## config.mk

```make
export PLATFORM = sky130hd
export DESIGN_NAME = slt_seq_8bit
export DESIGN_NICKNAME = d
export VERILOG_FILES = /design/src/rtl/slt_seq_8bit_pkg.sv /design/src/rtl/slt_serial_bit.sv /design/src/rtl/slt_seq_8bit.sv
export SDC_FILE = /design/constraint.sdc
export NUM_CORES = 1
export LEC_CHECK = 0
export ABC_AREA = 1
export BUFFER_PORTS_ARGS = -buffer_cell sky130_fd_sc_hd__clkbuf_2
export CAP_MARGIN = 20
export CORE_MARGIN = 4
export CORE_UTILIZATION = 45
export DETAILED_ROUTE_END_ITERATION = 8
export PLACE_DENSITY_LB_ADDON = 0.15
export SYNTH_ARGS = -nofsm -noshare
export SYNTH_HDL_FRONTEND = slang
export SYNTH_SLANG_ARGS = --single-unit
```

## constraint.sdc

```tcl
create_clock -name clk -period 1.5 [get_ports clk]
set_input_delay 0.15 -clock clk [delete_from_list [all_inputs] [get_ports clk]]
set_output_delay 0.15 -clock clk [all_outputs]
set_load 0.02 [all_outputs]
```

## src/rtl/slt_seq_8bit_pkg.sv

```systemverilog
// ---------------------------------------------------------------------------
// slt_seq_8bit_pkg
//   Shared definitions for the bit-serial set-less-than engine: FSM state
//   encodings, the default operand width and the helper that turns the final
//   borrow-out of A-B into a signed or unsigned less-than flag.
// ---------------------------------------------------------------------------
package slt_seq_8bit_pkg;

    typedef enum logic [1:0] {
        ST_IDLE = 2'd0,
        ST_RUN  = 2'd1,
        ST_DONE = 2'd2
    } state_t;

    localparam int DEFAULT_WIDTH = 8;

    // Unsigned: A<B exactly when A-B borrows out of the MSB.
    // Signed: differing sign bits invert the unsigned ordering, so XOR the
    // borrow with both operand MSBs.
    function automatic logic lt_from_borrow(input logic borrow,
                                            input logic a_msb,
                                            input logic b_msb,
                                            input logic is_signed);
        return is_signed ? (borrow ^ a_msb ^ b_msb) : borrow;
    endfunction

endpackage

```

## src/rtl/slt_serial_bit.sv

```systemverilog
// ---------------------------------------------------------------------------
// slt_serial_bit
//   Combinational 1-bit borrow cell of a serial subtractor computing a_i-b_i.
//   Ports:
//     a_i   in  1  minuend bit
//     b_i   in  1  subtrahend bit
//     bin   in  1  borrow from the less significant bit
//     bout  out 1  borrow into the next more significant bit
// ---------------------------------------------------------------------------
module slt_serial_bit (
    input  logic a_i,
    input  logic b_i,
    input  logic bin,
    output logic bout
);

    // Borrow is generated when 0-1, and propagated when the bits are equal.
    assign bout = (~a_i & b_i) | (~(a_i ^ b_i) & bin);

endmodule

```

## src/rtl/slt_seq_8bit.sv

```systemverilog
// ---------------------------------------------------------------------------
// slt_seq_8bit
//   Multi-cycle set-less-than engine. Accepts {a, b, is_signed} over a
//   valid/ready request channel, walks the operands LSB first through a
//   single borrow cell (one bit per cycle, WIDTH cycles), then presents
//   {WIDTH-1 zeros, lt} over a valid/ready response channel. One transaction
//   in flight; no request is taken while a result is pending.
//   Ports:
//     clk        in   1      rising-edge clock
//     reset      in   1      asynchronous, active-high reset
//     in_valid   in   1      request valid
//     in_ready   out  1      engine idle, request can be accepted
//     a          in   WIDTH  operand A
//     b          in   WIDTH  operand B
//     is_signed  in   1      1 = two's complement compare, 0 = unsigned
//     out_valid  out  1      result valid
//     out_ready  in   1      consumer accepts the result
//     result     out  WIDTH  {WIDTH-1 zeros, lt}
// ---------------------------------------------------------------------------
module slt_seq_8bit
    import slt_seq_8bit_pkg::*;
#(
    parameter int WIDTH = DEFAULT_WIDTH
) (
    input  logic             clk,
    input  logic             reset,
    input  logic             in_valid,
    output logic             in_ready,
    input  logic [WIDTH-1:0] a,
    input  logic [WIDTH-1:0] b,
    input  logic             is_signed,
    output logic             out_valid,
    input  logic             out_ready,
    output logic [WIDTH-1:0] result
);

    localparam int             CNT_W    = $clog2(WIDTH);
    localparam logic [CNT_W-1:0] CNT_LAST = CNT_W'(WIDTH - 1);
    localparam logic [CNT_W-1:0] CNT_ONE  = CNT_W'(1);

    state_t           state;
    state_t           state_next;
    logic [CNT_W-1:0] cnt;
    logic [WIDTH-1:0] a_sh;
    logic [WIDTH-1:0] b_sh;
    logic             a_msb;
    logic             b_msb;
    logic             signed_q;
    logic             borrow;
    logic             borrow_next;
    logic             last_bit;

    assign in_ready  = (state == ST_IDLE);
    assign out_valid = (state == ST_DONE);
    assign last_bit  = (cnt == CNT_LAST);

    slt_serial_bit u_bit (
        .a_i  (a_sh[0]),
        .b_i  (b_sh[0]),
        .bin  (borrow),
        .bout (borrow_next)
    );

    // NOTE: sequential state uses non-blocking assignments so every flop
    // samples pre-edge values, independent of statement order.
    always_ff @(posedge clk or posedge reset) begin
        if (reset) begin
            state <= ST_IDLE;
        end else begin
            state <= state_next;
        end
    end

    // NOTE: state_next gets a default before the case so no path leaves it
    // unassigned, which would infer a latch.
    always_comb begin
        state_next = state;
        case (state)
            ST_IDLE: if (in_valid)  state_next = ST_RUN;
            ST_RUN:  if (last_bit)  state_next = ST_DONE;
            ST_DONE: if (out_ready) state_next = ST_IDLE;
            default:                state_next = ST_IDLE;
        endcase
    end

    // NOTE: these are discrete flops, not a memory, so resetting them is
    // cheap and keeps result at zero straight out of reset.
    always_ff @(posedge clk or posedge reset) begin
        if (reset) begin
            cnt      <= '0;
            a_sh     <= '0;
            b_sh     <= '0;
            a_msb    <= 1'b0;
            b_msb    <= 1'b0;
            signed_q <= 1'b0;
            borrow   <= 1'b0;
            result   <= '0;
        end else begin
            case (state)
                ST_IDLE: begin
                    if (in_valid) begin
                        a_sh     <= a;
                        b_sh     <= b;
                        a_msb    <= a[WIDTH-1];
                        b_msb    <= b[WIDTH-1];
                        signed_q <= is_signed;
                        cnt      <= '0;
                        borrow   <= 1'b0;
                    end
                end
                ST_RUN: begin
                    a_sh   <= a_sh >> 1;
                    b_sh   <= b_sh >> 1;
                    cnt    <= cnt + CNT_ONE;
                    borrow <= borrow_next;
                    // Capture the result on the MSB cycle so it is already
                    // registered on the first DONE cycle.
                    if (last_bit) begin
                        result <= {{(WIDTH-1){1'b0}},
                                   lt_from_borrow(borrow_next, a_msb, b_msb, signed_q)};
                    end
                end
                ST_DONE: begin
                    if (out_ready) result <= '0;
                end
                default: ;
            endcase
        end
    end

endmodule

```

Yosys cells after proc, flatten, opt, wreduce, memory -nomap -nowiden --
Index checks and enable logic that the tools add are counted. W data, S select, Z words.
Storage, ports and cells: register bits 33
Cells by class: add/subtract/negate cells 1, equal/unequal tests 6, muxes and demuxes 16, bitwise operators 8, reductions and logical operators 7
Operators by type and width (number):
- $pmux W8 S2 | 3
- $mux W8 | 4
- $mux W2 | 3
- $pmux W2 S3 | 1
- $pmux W3 S2 | 1
- $reduce_and A3 Y1 | 2
- $ne A2 B2 Y1 const B | 2
- $reduce_and A2 Y1 | 2
- $reduce_bool A2 Y1 | 2
- $add A3 B1 Y3 const B | 1
- $eq A3 B3 Y1 const B | 1
- $mux W3 | 1
- $xor A1 B1 Y1 | 3
- $and A1 B1 Y1 | 2
- $eq A2 B1 Y1 const B | 1
- $eq A2 B2 Y1 const B | 1
- $logic_not A2 Y1 | 1
- $mux W1 | 2
- $ne A2 B1 Y1 const B | 1
- $not A1 Y1 | 2
- $pmux W1 S2 | 1
- $or A1 B1 Y1 | 1

Longest topological paths before layout --
Gate-level depths: netlist (run 1).
depth after elaboration 9, gate-level depth with buffers 8

Hierarchy --
From an unflattened synthesis (run 1), not the netlist that was laid out.
Second synthesis, totals: cells, all modules 182, area total of the unflattened synthesis 1390.1 um^2
Modules (own cells, without submodules):
- slt_seq_8bit | instances 1, cells an instance 177, area each 1362.6 um^2, sequential area each 650.6 um^2
- slt_serial_bit | instances 1, cells an instance 5, area each 27.5 um^2, sequential area each 0.0 um^2

Worst setup path before layout (run 1) --
OpenSTA, ideal clock, no wires.
path type register -> register, start register state[0], end register a_sh[7], arrival 1.096 ns, data required time 1.376 ns, setup slack 0.280 ns, stages on the path, launching flop included 7, cell sequence dfrtp_1 -> nor2_4 -> nand2_4 -> nand2_4 -> buf_6 -> buf_8 -> o22ai_2
Between the ends: longest elaborated chain between the ends 3
RTL lines:
- start: declaration | line slt_seq_8bit.sv:41 | state_t state;
- start signal: assignment | line slt_seq_8bit.sv:70 | state <= state_next;
- $logic_not A2 Y1 *
- named net in_ready | line slt_seq_8bit.sv:28 | output logic in_ready,
- $ne A2 B2 Y1 (no line) / $reduce_bool A2 Y1 (equally long branches)
- $reduce_and A2 Y1 (no line)
- end signal: assignment | line slt_seq_8bit.sv:112 | a_sh <= a_sh >> 1;
- end: declaration | line slt_seq_8bit.sv:44 | logic [WIDTH-1:0] a_sh;
Mark *: on every way through the listed nets, which the timed path passes. The rest lies on a longest branch. A chain may end at the register's enable or synchronous reset.

Final worst setup path (run 1) --
start register state[1], end register result[0]
Between the ends: longest elaborated chain between the ends 3
RTL lines:
- $eq A2 B1 Y1 / $eq A2 B2 Y1 (equally long branches) | line slt_seq_8bit.sv:99 | case (state)
- $ne A2 B2 Y1 (no line), or another cell as far along
- $reduce_and A3 Y1 (no line)
- end signal: assignment | line slt_seq_8bit.sv:119 | result <= {{(WIDTH-1){1'b0}},
- end: declaration | line slt_seq_8bit.sv:34 | output logic [WIDTH-1:0] result
Parallel ways exist; a longest one is shown, timed or not.

==> key figures, run 1 <==
Routing
  • Vias: between 1,000 and 1,500
  • Antenna-violating nets left: 0
  • Routed wire length per instance: 10.5 um
  • Vias per Instance: 4.67
  • First drt pass iteration count: 4
  • DRT iter0 DRCs: 38
  • Post-route DRC: 0
  • Post-Route WL: 2490 um

GRT
  • Number of global-route vias before repair: 1,043
  • Pin count of the biggest net entering global routing: 27
  • GRT Residual Overflow: 0
  • First-pass GRT wire length: 4520 um
  • Overall routing resource usage: 0.138
  • Initial antenna violation count: 0

Floorplan
  • Core Footprint: 2850 um^2
  • Io pins: 31
  • Full die area: 4040 um^2
  • Initial core utilization: 0.487
  • Cell row count: 19
  • Die height: 63.6 um
  • DIE WIDTH: about 64 um

CTS
  • Bufs on Longest Clock Path: 2
  • Clock insertion delay at the later pin of the skew report: 320 ps
  • H-Tree Depth: 1
  • CTS tree: done
  • Clock sink count: 26
  • Worst-path clk slew: 140 ps
  • Inserted Clock Buffers: 3
  • Clock Root Buffer: clkbuf_4

Synth
  • Mapped Cells: between 150 and 200
  • #FFs+latches synth: 26
  • Complex-gate fraction of the synthesized area: 0.0639
  • Netlist cell types: 19
  • Adder-cell share of the synthesized area: 0.0270
  • YS warnings: 0
  • Cell area after synthesis: 1390 um^2
  • XOR/XNOR Fraction of Synth Area: 0
  • Register area share after synthesis: 0.468
  • Synthesized area per cell: 7.60 um^2
  • Simple-gate share of the synthesized area: 0.308
  • Largest family of logic cells by synthesized area: simple AND/OR/NAND/NOR gates
  • Portion of netlist area occupied by mux cells: 0

Timing
  • Fin crit period: 1320 ps
  • Max Slew Vio Count: 0
  • Final period util: 0.877
  • Setup TNS: 0 ps
  • Clock Skews: 9.20 ps
  • RSZ-0062 raised after global routing: false
  • Final hold violation count: 0
  • Fmax: 0.760 GHz
  • Final setup vio count: 0

Pwr
  • Peak supply drop: 0.000890 V
  • Leakage: between 0.9 and 1 nW
  • Power per cell area: between 1500 and 2000 nW/um^2
  • Power after layout: around 3 mW

Min path
  • Worst min path class: input port to flop

Layout
  • Layout area overhead: 9.99%
  • Util after Layout: 0.536
  • Layout cells sized above 1: 0.188
  • Final nets: ~230
  • Antenna Cells: 0
  • Final Instance Area: 1530 um^2

Critical path
  • CP Capture Type: flop
  • Critical path required time: about 1800 ps
  • CP Data Arrival Time: 1590 ps
  • CP Max Fanout: 15
  • CP Class: flop to flop
  • Setup crit start kind: flop

Place
  • Count of input and output buffers: 23
  • Post-DP HPWL: 1850 um
  • Placer congestion estimate: around 0.73
  • Dpl cell area: around 1500 um^2

Run status
  • Outcome: complete, no violations

Flow run
  • Max cap viols: 0
## layout by cell type, fill, tap and decap left out, types with 2 or more instances in the layout
cell,instances
inv_2,2
nor2_1,2
nand2_4,2
clkbuf_4,3
conb_1,7
clkbuf_2,23
inv_1,18
dfrtp_1,26
ha_1,3
o21ai_0,10
buf_4,3
nand3_1,4
nand2_1,96
o22ai_2,2
## flip-flops by register name (all words and copies together), names as in the netlist, 2 cells and up
name and count:
state 2, b_sh 8, cnt 3, a_sh 8
## worst paths after layout
path	startpoint	to	slack, ps	depth (start not counted)
min	is_signed	signed_q	40	3
max reg2reg	state[1]	result[0]	180	7
min in group asynchronous	reset	signed_q	380	4
max in group asynchronous	reset	b_sh[3]	860	4
min reg2reg	b_sh[6]	b_sh[6]	500	2
max	state[1]	result[0]	180	7
## where the power goes
part	internal (mW)	switching, mW	leakage (nW)
combinational	0.503	0.950	0.566
sequential	1.01	0.173	0.329
clock	0.149	0.206	0.0210
## critical path, stage by stage (launching register included)
cell and delay (ps):
dfrtp_1 440, inv_1 80, nand2_2 170, inv_2 270, nand2_1 110, nand3_1 90, nand2_1 50, nand2_1 50
## what timing repair did
item                                   CTS  global route
setup buffers                            0             0
resized for setup                        0             0
hold buffers                             1             0
endpoints found under the hold margin   26             0
setup endpoints to repair                0             0
## synthesized netlist by cell type
cell type   n  area [um^2]
nand2_1    96          360
dfrtp_1    26          651
inv_1      18         67.6
buf_4      10         75.1
o21ai_0    10         50.1
nand3_1     4         20.0
ha_1        3         37.5
inv_2       2         7.51
nand2_4     2         22.5
nor2_1      2         7.51
o22ai_2     2         25.0
a21oi_1     1         5.00
a21oi_2     1         8.76
buf_2       1         5.00
buf_6       1         11.3
buf_8       1         15.0
conb_1      1         3.75
nand2_2     1         6.26
nor2_4      1         11.3
## layout make-up
type / instances / area, um^2
Fill cell: 292 / 1320
Sequential cell: 26 / 651
Multi-Input combinational cell: 130 / 581
Timing Repair Buffer: 27 / 148
Inverter: 20 / 75.1
Tap cell: 31 / 38.8
Clock buffer: 4 / 36.3
## cell families (layout without fill, tap and decap cells)
logic type | after synthesis | count (layout)
adder cells (fa/ha/maj) | 3 | 3
AO/OA/AOI/OAI | 14 | 14
AND/OR/NAND/NOR | 106 | 106
buffers and inverters | 33 | 51
flip-flops | 26 | 26
other | 1 | 7
## per-stage QoR
step / hold WS [ps] / std cells / setup WS, ps
2_1_floorplan: 190 / 189 / 280
3_3_place_gp: 200 / 233 / 239
3_5_place_dp: 208 / 233 / 214
4_1_cts: 30.0 / 238 / 180
5_1_grt: 91.8 / 238 / 30.2
6_report: 39.4 / 238 / 184
## routing by layer
| metal | wire length [um] | track usage | up-vias | part of all wire |
|---|---|---|---|---|
| met2 | 1150 | 0.223 | 36 | 0.46 |
| met5 | 0 | 0 | - | 0 |
| met4 | 13 | 0.0296 | 0 | 0.0052 |
| li1 | - | - | 585 | - |
| met3 | 142 | 0.0373 | 2 | 0.057 |
| met1 | 1190 | 0.186 | 489 | 0.48 |
No activity file was read; power rests on OpenSTA's default activity.
==> inputs of run 2 (changes only) <==
--- a/config.mk
+++ b/config.mk
@@ -8,8 +8,10 @@
 export ABC_AREA = 1
 export BUFFER_PORTS_ARGS = -buffer_cell sky130_fd_sc_hd__clkbuf_2
 export CAP_MARGIN = 20
+export CELL_PAD_IN_SITES_DETAIL_PLACEMENT = 1
+export CELL_PAD_IN_SITES_GLOBAL_PLACEMENT = 1
 export CORE_MARGIN = 4
-export CORE_UTILIZATION = 45
+export CORE_UTILIZATION = 38
 export DETAILED_ROUTE_END_ITERATION = 8
 export PLACE_DENSITY_LB_ADDON = 0.15
 export SYNTH_ARGS = -nofsm -noshare
==> key figures, run 2 (synthesis results as in run 1) <==
Run status
  • Outcome: complete, no violations

Critical path
  • CP bufs+invs: 2 (unchanged)
  • Reg-to-Reg Start: state[1]
  • CP Class: flop to flop
  • Worst R2R Setup Slack: 220 ps (+40 ps)
  • CP Launch Point: state[1]
  • CP Data Arrival Time: 1470 ps (-120 ps)
  • Cell repeated most along the worst path: nand2_1
  • Slowest CP cell: dfrtp_1
  • CP Max Fanout: 15 (unchanged)
  • CP cell instances: inv_1 -> nand2_2 -> inv_2 -> nand2_1 -> nand2_1 -> nand2_1 -> o21ai_0
  • Critical path depth in cells: 7 (unchanged)
  • Setup crit start kind: flop
  • Reg2Reg Depth: 7 (unchanged)
  • CP endpoint: a_sh[2]
  • CP Capture Type: flop
  • Critical path's largest stage delay: 430 ps (about the same)
  • RR Endpoint: a_sh[2]
  • Critical path required time: 1690 ps (-90 ps)
  • Worst path top cell family by delay: flip-flops

Floorplan
  • Cell row count: 21 (+2)
  • Die height: 68.5 um (+7.7%)
  • Io pins: 31 (unchanged)
  • DIE WIDTH: 68.5 um (+7.7%)
  • Initial core utilization: 0.404 (-0.0834)
  • Full die area: 4690 um^2 (+16%)
  • Core Footprint: 3440 um^2 (+21%)

Flow run
  • Max cap viols: 0 (unchanged)

Routing
  • Vias: 1,097 (-1.3%)
  • First drt pass iteration count: 3 (-1)
  • DRT iter0 DRCs: 57 (+50%)
  • Post-Route WL: 2950 um (+18%)
  • Vias per Instance: 4.34 (-7.2%)
  • Antenna-violating nets left: 0 (unchanged)
  • Post-route DRC: 0 (unchanged)
  • Routed wire length per instance: 11.6 um (+11%)

Layout
  • Largest regs: a_sh (8), b_sh (8), cnt (3)
  • Commonest non-fill, non-tap cell in the layout: nand2_1
  • Antenna Cells: 0 (unchanged)
  • Layout cells sized above 1: 0.188 (unchanged)
  • Final nets: 232 (unchanged)
  • Cell Count, Final, Fillers Out: 253 (+6.3%)
  • Layout area overhead: 12.7%
  • Leading cell types in the layout, fill and taps excluded: 96 x nand2_1, 26 x dfrtp_1, 23 x clkbuf_2, 18 x inv_1, 10 x o21ai_0

CTS
  • Clock insertion delay at the later pin of the skew report: 260 ps (-60 ps)
  • Inserted Clock Buffers: 3 (unchanged)
  • H-Tree Depth: 1 (unchanged)
  • Worst-path clk slew: 90 ps (-50 ps)
  • Bufs on Longest Clock Path: 2 (unchanged)
  • Setup repair bufs after CTS: 0 (unchanged)
  • Clock Root Buffer: clkbuf_8
  • Clock sink count: 26 (unchanged)
  • CTS tree: done

Min path
  • Worst min path class: input port to flop

Place
  • Count of input and output buffers: 23 (unchanged)
  • Cells after DPL: 248 (+6.4%)
  • Placer congestion estimate: 0.750 (+2.1%)
  • Post-DP HPWL: 2240 um (+21%)

Timing
  • Fmax: 0.781 GHz (+2.8%)
  • Final setup vio count: 0 (unchanged)
  • Final hold violation count: 0 (unchanged)
  • Setup TNS: 0 ps (unchanged)
  • Fin crit period: 1280 ps (-35.6 ps)
  • Clock Skews: 5.10 ps (-4.10 ps)
  • Final period util: 0.853 (-0.0237)
  • Max Slew Vio Count: 0 (unchanged)
  • RSZ-0062 raised after global routing: false

GRT
  • Initial antenna violation count: 0 (unchanged)
  • Number of global-route vias before repair: 1,203 (+15%)
  • Pin count of the biggest net entering global routing: 27 (unchanged)
  • GRT Residual Overflow: 0 (unchanged)
  • Overall routing resource usage: 0.144 (+0.00599)
  • First-pass GRT wire length: 5170 um (+14%)

Pwr
  • Leakage: 0.923 nW (+0.85%)
  • Peak supply drop: 0.000672 V (-24%)
  • Power per cell area: 2000 nW/um^2 (+2.1%)
-- run 2: worst register-to-register path, delay by kind of cell, from the launching register on --
family | cells | cell delay, ps
buffers and inverters | 2 | 340
AO/OA/AOI/OAI | 1 | 70
AND/OR/NAND/NOR | 4 | 370
flip-flops | 1 | 430
-- run 2: how the worst min path moves through the flow --
stage          endpoint      start  cells after the start  slack (ps)
2_1_floorplan     a_msb      reset                      1         190
3_3_place_gp     cnt[0]      reset                      3         200
3_5_place_dp     cnt[0]      reset                      3         210
4_1_cts        signed_q  is_signed                      3          90
5_1_grt        signed_q  is_signed                      3         110
6_report       signed_q  is_signed                      3         100
-- run 2: power breakdown --
part	leakage [nW]	switching, mW	total (mW)	internal, mW
Sequential	0.329	0.187	1.20	1.01
Combinational	0.566	0.974	1.48	0.507
Clock	0.0288	0.216	0.450	0.234
Total	0.923	1.38	3.13	1.75
-- run 2: routing by layer --
| layer | routed length (um) | up-vias | part of all wire | track usage |
|---|---|---|---|---|
| li1 | - | 580 | - | - |
| met1 | 1450 | 494 | 0.49 | 0.191 |
| met2 | 1340 | 21 | 0.45 | 0.246 |
| met3 | 141 | 2 | 0.048 | 0.0197 |
| met4 | 18 | 0 | 0.0061 | 0.0372 |
| met5 | 0 | - | 0 | 0 |
-- run 2: cell type report --
| class | count | area, um^2 |
|---|---|---|
| fill | 458 | 1880 |
| sequential | 26 | 651 |
| multi-input combinational | 130 | 581 |
| timing repair buffer | 27 | 148 |
| inverter | 20 | 75.1 |
| tap | 46 | 57.6 |
| clock buffer | 4 | 55.1 |
-- run 2: per-stage QoR --
step / setup WS (ps) / hold WS, ps / utilization / cell area, um^2 / power [mW]
6_report: 220 / 99.0 / 0.455 / 1570 / 3.13
5_1_grt: 46.5 / 113 / 0.455 / 1570 / 3.50
4_1_cts: 200 / 91.0 / 0.455 / 1570 / 3.18
3_5_place_dp: 227 / 214 / 0.436 / 1500 / 2.72
3_3_place_gp: 271 / 202 / 0.436 / 1500 / 2.68
2_1_floorplan: 280 / 190 / - / 1410 / 2.46
-- run 2: repair_timing --
item / 4_1_cts / 5_1_grt
hold buffers: 1 / 0
gates resized for setup: 0 / 0
hold endpoints to repair: 26 / 0
==> inputs of run 3 (changes only) <==
--- a/config.mk
+++ b/config.mk
@@ -5,13 +5,12 @@
 export SDC_FILE = /design/constraint.sdc
 export NUM_CORES = 1
 export LEC_CHECK = 0
-export ABC_AREA = 1
 export BUFFER_PORTS_ARGS = -buffer_cell sky130_fd_sc_hd__clkbuf_2
 export CAP_MARGIN = 20
 export CELL_PAD_IN_SITES_DETAIL_PLACEMENT = 1
 export CELL_PAD_IN_SITES_GLOBAL_PLACEMENT = 1
 export CORE_MARGIN = 4
-export CORE_UTILIZATION = 38
+export CORE_UTILIZATION = 41
 export DETAILED_ROUTE_END_ITERATION = 8
 export PLACE_DENSITY_LB_ADDON = 0.15
 export SYNTH_ARGS = -nofsm -noshare
==> key figures, run 3 <==
Synth
  • Synth area leader: dfrtp_1
  • Async SR Flop Fraction: 1.00 (unchanged)
  • YS warnings: 0 (unchanged)
  • Register area share after synthesis: 0.460 (-0.00828)
  • Post-synth top cells: 26 x dfrtp_1, 18 x o21ai_0, 16 x a21oi_1, 13 x buf_4, 9 x a22oi_1
  • Mapped Cells: 141 (-23%)
  • EDFF count, synth: 0 (unchanged)
  • Cell area after synthesis: 1420 um^2 (+1.8%)
  • Main synth FF type: dfrtp_1
  • Synthesized area per cell: 10.0 um^2 (+32%)
  • Most common cell in the netlist: dfrtp_1
  • Largest cells by area after synthesis: dfrtp_1 46%, buf_4 6.9%, o21ai_0 6.4%, a21oi_1 5.7%, a22oi_1 4.8%
  • Netlist cell types: 30 (+11)
  • #FFs+latches synth: 26 (unchanged)
  • Post-synth top area share: 0.460 (-0.00828)

Timing
  • Fin crit period: 1440 ps (+155 ps)
  • Final hold violation count: 0 (unchanged)
  • Setup TNS: 0 ps (unchanged)
  • Final period util: 0.957 (+0.103)
  • Final setup vio count: 0 (unchanged)
  • Fmax: 0.697 GHz (-11%)
  • Worst hold margin: 18.9 ps (-80.2 ps)
  • Max Slew Vio Count: 0 (unchanged)
  • Clock Skews: 3.14 ps (-1.96 ps)

Routing
  • Post-route DRC: 0 (unchanged)
  • Vias: 1,118 (+1.9%)
  • Post-Route WL: 3240 um (+10%)
  • DRT iter0 DRCs: 72 (+26%)
  • Antenna-violating nets left: 0 (unchanged)
  • First drt pass iteration count: 4 (+1)
  • Vias per Instance: 5.11 (+18%)
  • Routed wire length per instance: 14.8 um (+27%)

Critical path
  • Slowest CP cell: dfrtp_2
  • CP cell instances: buf_6 -> nand2b_1 -> inv_1 -> buf_4
  • Critical path required time: 1350 ps (-340 ps)
  • CP Class: flop to primary output
  • CP Data Arrival Time: 1290 ps (-180 ps)
  • CP bufs+invs: 3 (+1)
  • CP Capture Type: primary output
  • Setup crit start kind: flop
  • Worst path top cell family by delay: flip-flops
  • CP Max Fanout: 18 (+3)
  • Critical path's largest stage delay: 450 ps (+20 ps)

Pwr
  • Gate power share: 0.428 (-0.045)
  • Clk pwr share: 0.134 (-0.010)
  • Peak supply drop: 0.000664 V (-1.2%)
  • Power after layout: 2.66 mW (-15%)
  • Sw Share: 0.369 (-0.0705)
  • Seq pwr share: 0.438 (+0.055)
  • Sw Pwr: 0.981 mW (-29%)
  • Power per cell area: 1600 nW/um^2 (-20%)
  • Leakage: 0.832 nW (-9.9%)
  • Internal power: 1.68 mW (-4.4%)

Layout
  • Layout cells sized above 1: 0.289 (+0.101)
  • Commonest non-fill, non-tap cell in the layout: dfrtp_1
  • Leading cell types in the layout, fill and taps excluded: 24 x dfrtp_1, 22 x clkbuf_2, 18 x o21ai_0, 16 x a21oi_1, 13 x buf_4
  • Largest regs: a_sh (8), b_sh (8), cnt (3)
  • Final nets: 198 (-15%)
  • Layout area overhead: 17.1%
  • Fillcell total: 401 (-12%)
  • Cell Count, Final, Fillers Out: 219 (-13%)
  • Sequential Area: 653 um^2 (+0.38%)
  • Multi-input logic area: 658 um^2 (+13%)
  • Antenna Cells: 0 (unchanged)

GRT
  • GRT Residual Overflow: 0 (unchanged)
  • Overall routing resource usage: 0.167 (+0.0228)
  • Initial antenna violation count: 0 (unchanged)
  • Pin count of the biggest net entering global routing: 27 (unchanged)
  • Number of global-route vias before repair: 1,217 (+1.2%)
  • First-pass GRT wire length: 5710 um (+11%)

Place
  • Placer congestion estimate: 0.770 (+2.7%)
  • Post-DP HPWL: 2430 um (+8.7%)
  • Count of input and output buffers: 23 (unchanged)
  • Cells after DPL: 210 (-15%)

CTS
  • Clock sink count: 26 (unchanged)
  • Worst-path clk slew: 140 ps (+50 ps)
  • Bufs on Longest Clock Path: 2 (unchanged)
  • CTS tree: done
  • H-Tree Depth: 1 (unchanged)
  • Clock insertion delay at the later pin of the skew report: 320 ps (+60 ps)
  • Inserted Clock Buffers: 3 (unchanged)
  • Clock Root Buffer: clkbuf_4

Floorplan
  • Die height: 66.8 um (-2.5%)
  • Full die area: 4460 um^2 (-5.0%)
  • Initial core utilization: 0.424 (+0.0202)
  • Core Footprint: 3340 um^2 (-3.1%)
  • DIE WIDTH: 66.8 um (-2.5%)
  • Cell row count: 21 (unchanged)
  • Io pins: 31 (unchanged)

Min path
  • Worst min path class: input port to flop

Run status
  • Outcome: complete, no violations

Flow run
  • Max cap viols: 0 (unchanged)
## run 3: changes by cell type after synthesis, sizes merged, moves of 3 or more
cell	before	now
a21oi	2	16
a22o	0	3
a22oi	0	9
and2b	0	8
and3b	0	5
inv	20	6
mux2	0	4
nand2	99	8
nand3	4	0
nor2b	0	6
o21ai	10	18
## run 3: routing by layer
metal / track usage / wire length [um] / vias to the layer above
met5: 0 / 0 / -
met4: 0.0305 / 15 / 0
met1: 0.218 / 1440 / 554
met2: 0.292 / 1680 / 16
li1: - / - / 546
met3: 0.0270 / 102 / 2
## run 3: cell type report
cell class | instances | area share
multi-input combinational | 100 | 0.397
sequential | 26 | 0.394
timing repair buffer | 37 | 0.138
tap | 46 | 0.0347
clock buffer | 4 | 0.0219
inverter | 6 | 0.0136
## run 3: worst paths after layout
| check | startpoint | end | cells past startpoint | slack (ps) |
|---|---|---|---|---|
| min reg2reg | a_sh[4] | a_sh[4] | 2 | 510 |
| max reg2reg | state[1] | a_msb | 4 | 100 |
| min in group asynchronous | reset | b_sh[3] | 4 | 410 |
| max in group asynchronous | reset | state[0] | 4 | 810 |
| max | state[0] | out_valid | 4 | 60 |
| min | out_ready | state[1] | 2 | 20 |
## run 3: cells by family after synthesis
group	synth area share
XOR/XNOR	0.00619
AND/OR/NAND/NOR	0.158
adder cells (fa/ha/maj)	0.0265
multiplexers	0.0389
flip-flops	0.460
other	0.00265
AO/OA/AOI/OAI	0.217
buffers and inverters	0.0911
## run 3: worst register-to-register path, delay by kind of cell (launching register included)
family | cells | cell delay (ps)
flip-flops | 1 | 490
AND/OR/NAND/NOR | 2 | 290
multiplexers | 1 | 350
buffers and inverters | 1 | 180
## run 3: power groups by stage
stage / registers, mW / clock network, mW / logic, mW
global route: 1.21 / 0.400 / 1.31
detailed placement: 1.20 / 0 / 1.08
floorplan: 1.14 / 0 / 0.825
CTS: 1.18 / 0.376 / 1.12
finish: 1.16 / 0.356 / 1.14
global placement: 1.19 / 0 / 1.02
## run 3: through the flow
| stage | util | setup WS [ps] | area (um^2) |
|---|---|---|---|
| finish | 0.496 | 64.9 | 1660 |
| detailed placement | 0.471 | 130 | 1570 |
| global route | 0.496 | -2.53 | 1660 |
| CTS | 0.489 | 9.15 | 1630 |
| floorplan | - | 281 | 1440 |
| global placement | 0.471 | 170 | 1570 |
## run 3: timing repair
item                                    CTS  global route
endpoints found under the hold margin    26             0
hold buffers                              1             0
setup buffers                             1             3
gates resized for setup                   3             2
endpoints found under the setup margin    2             2
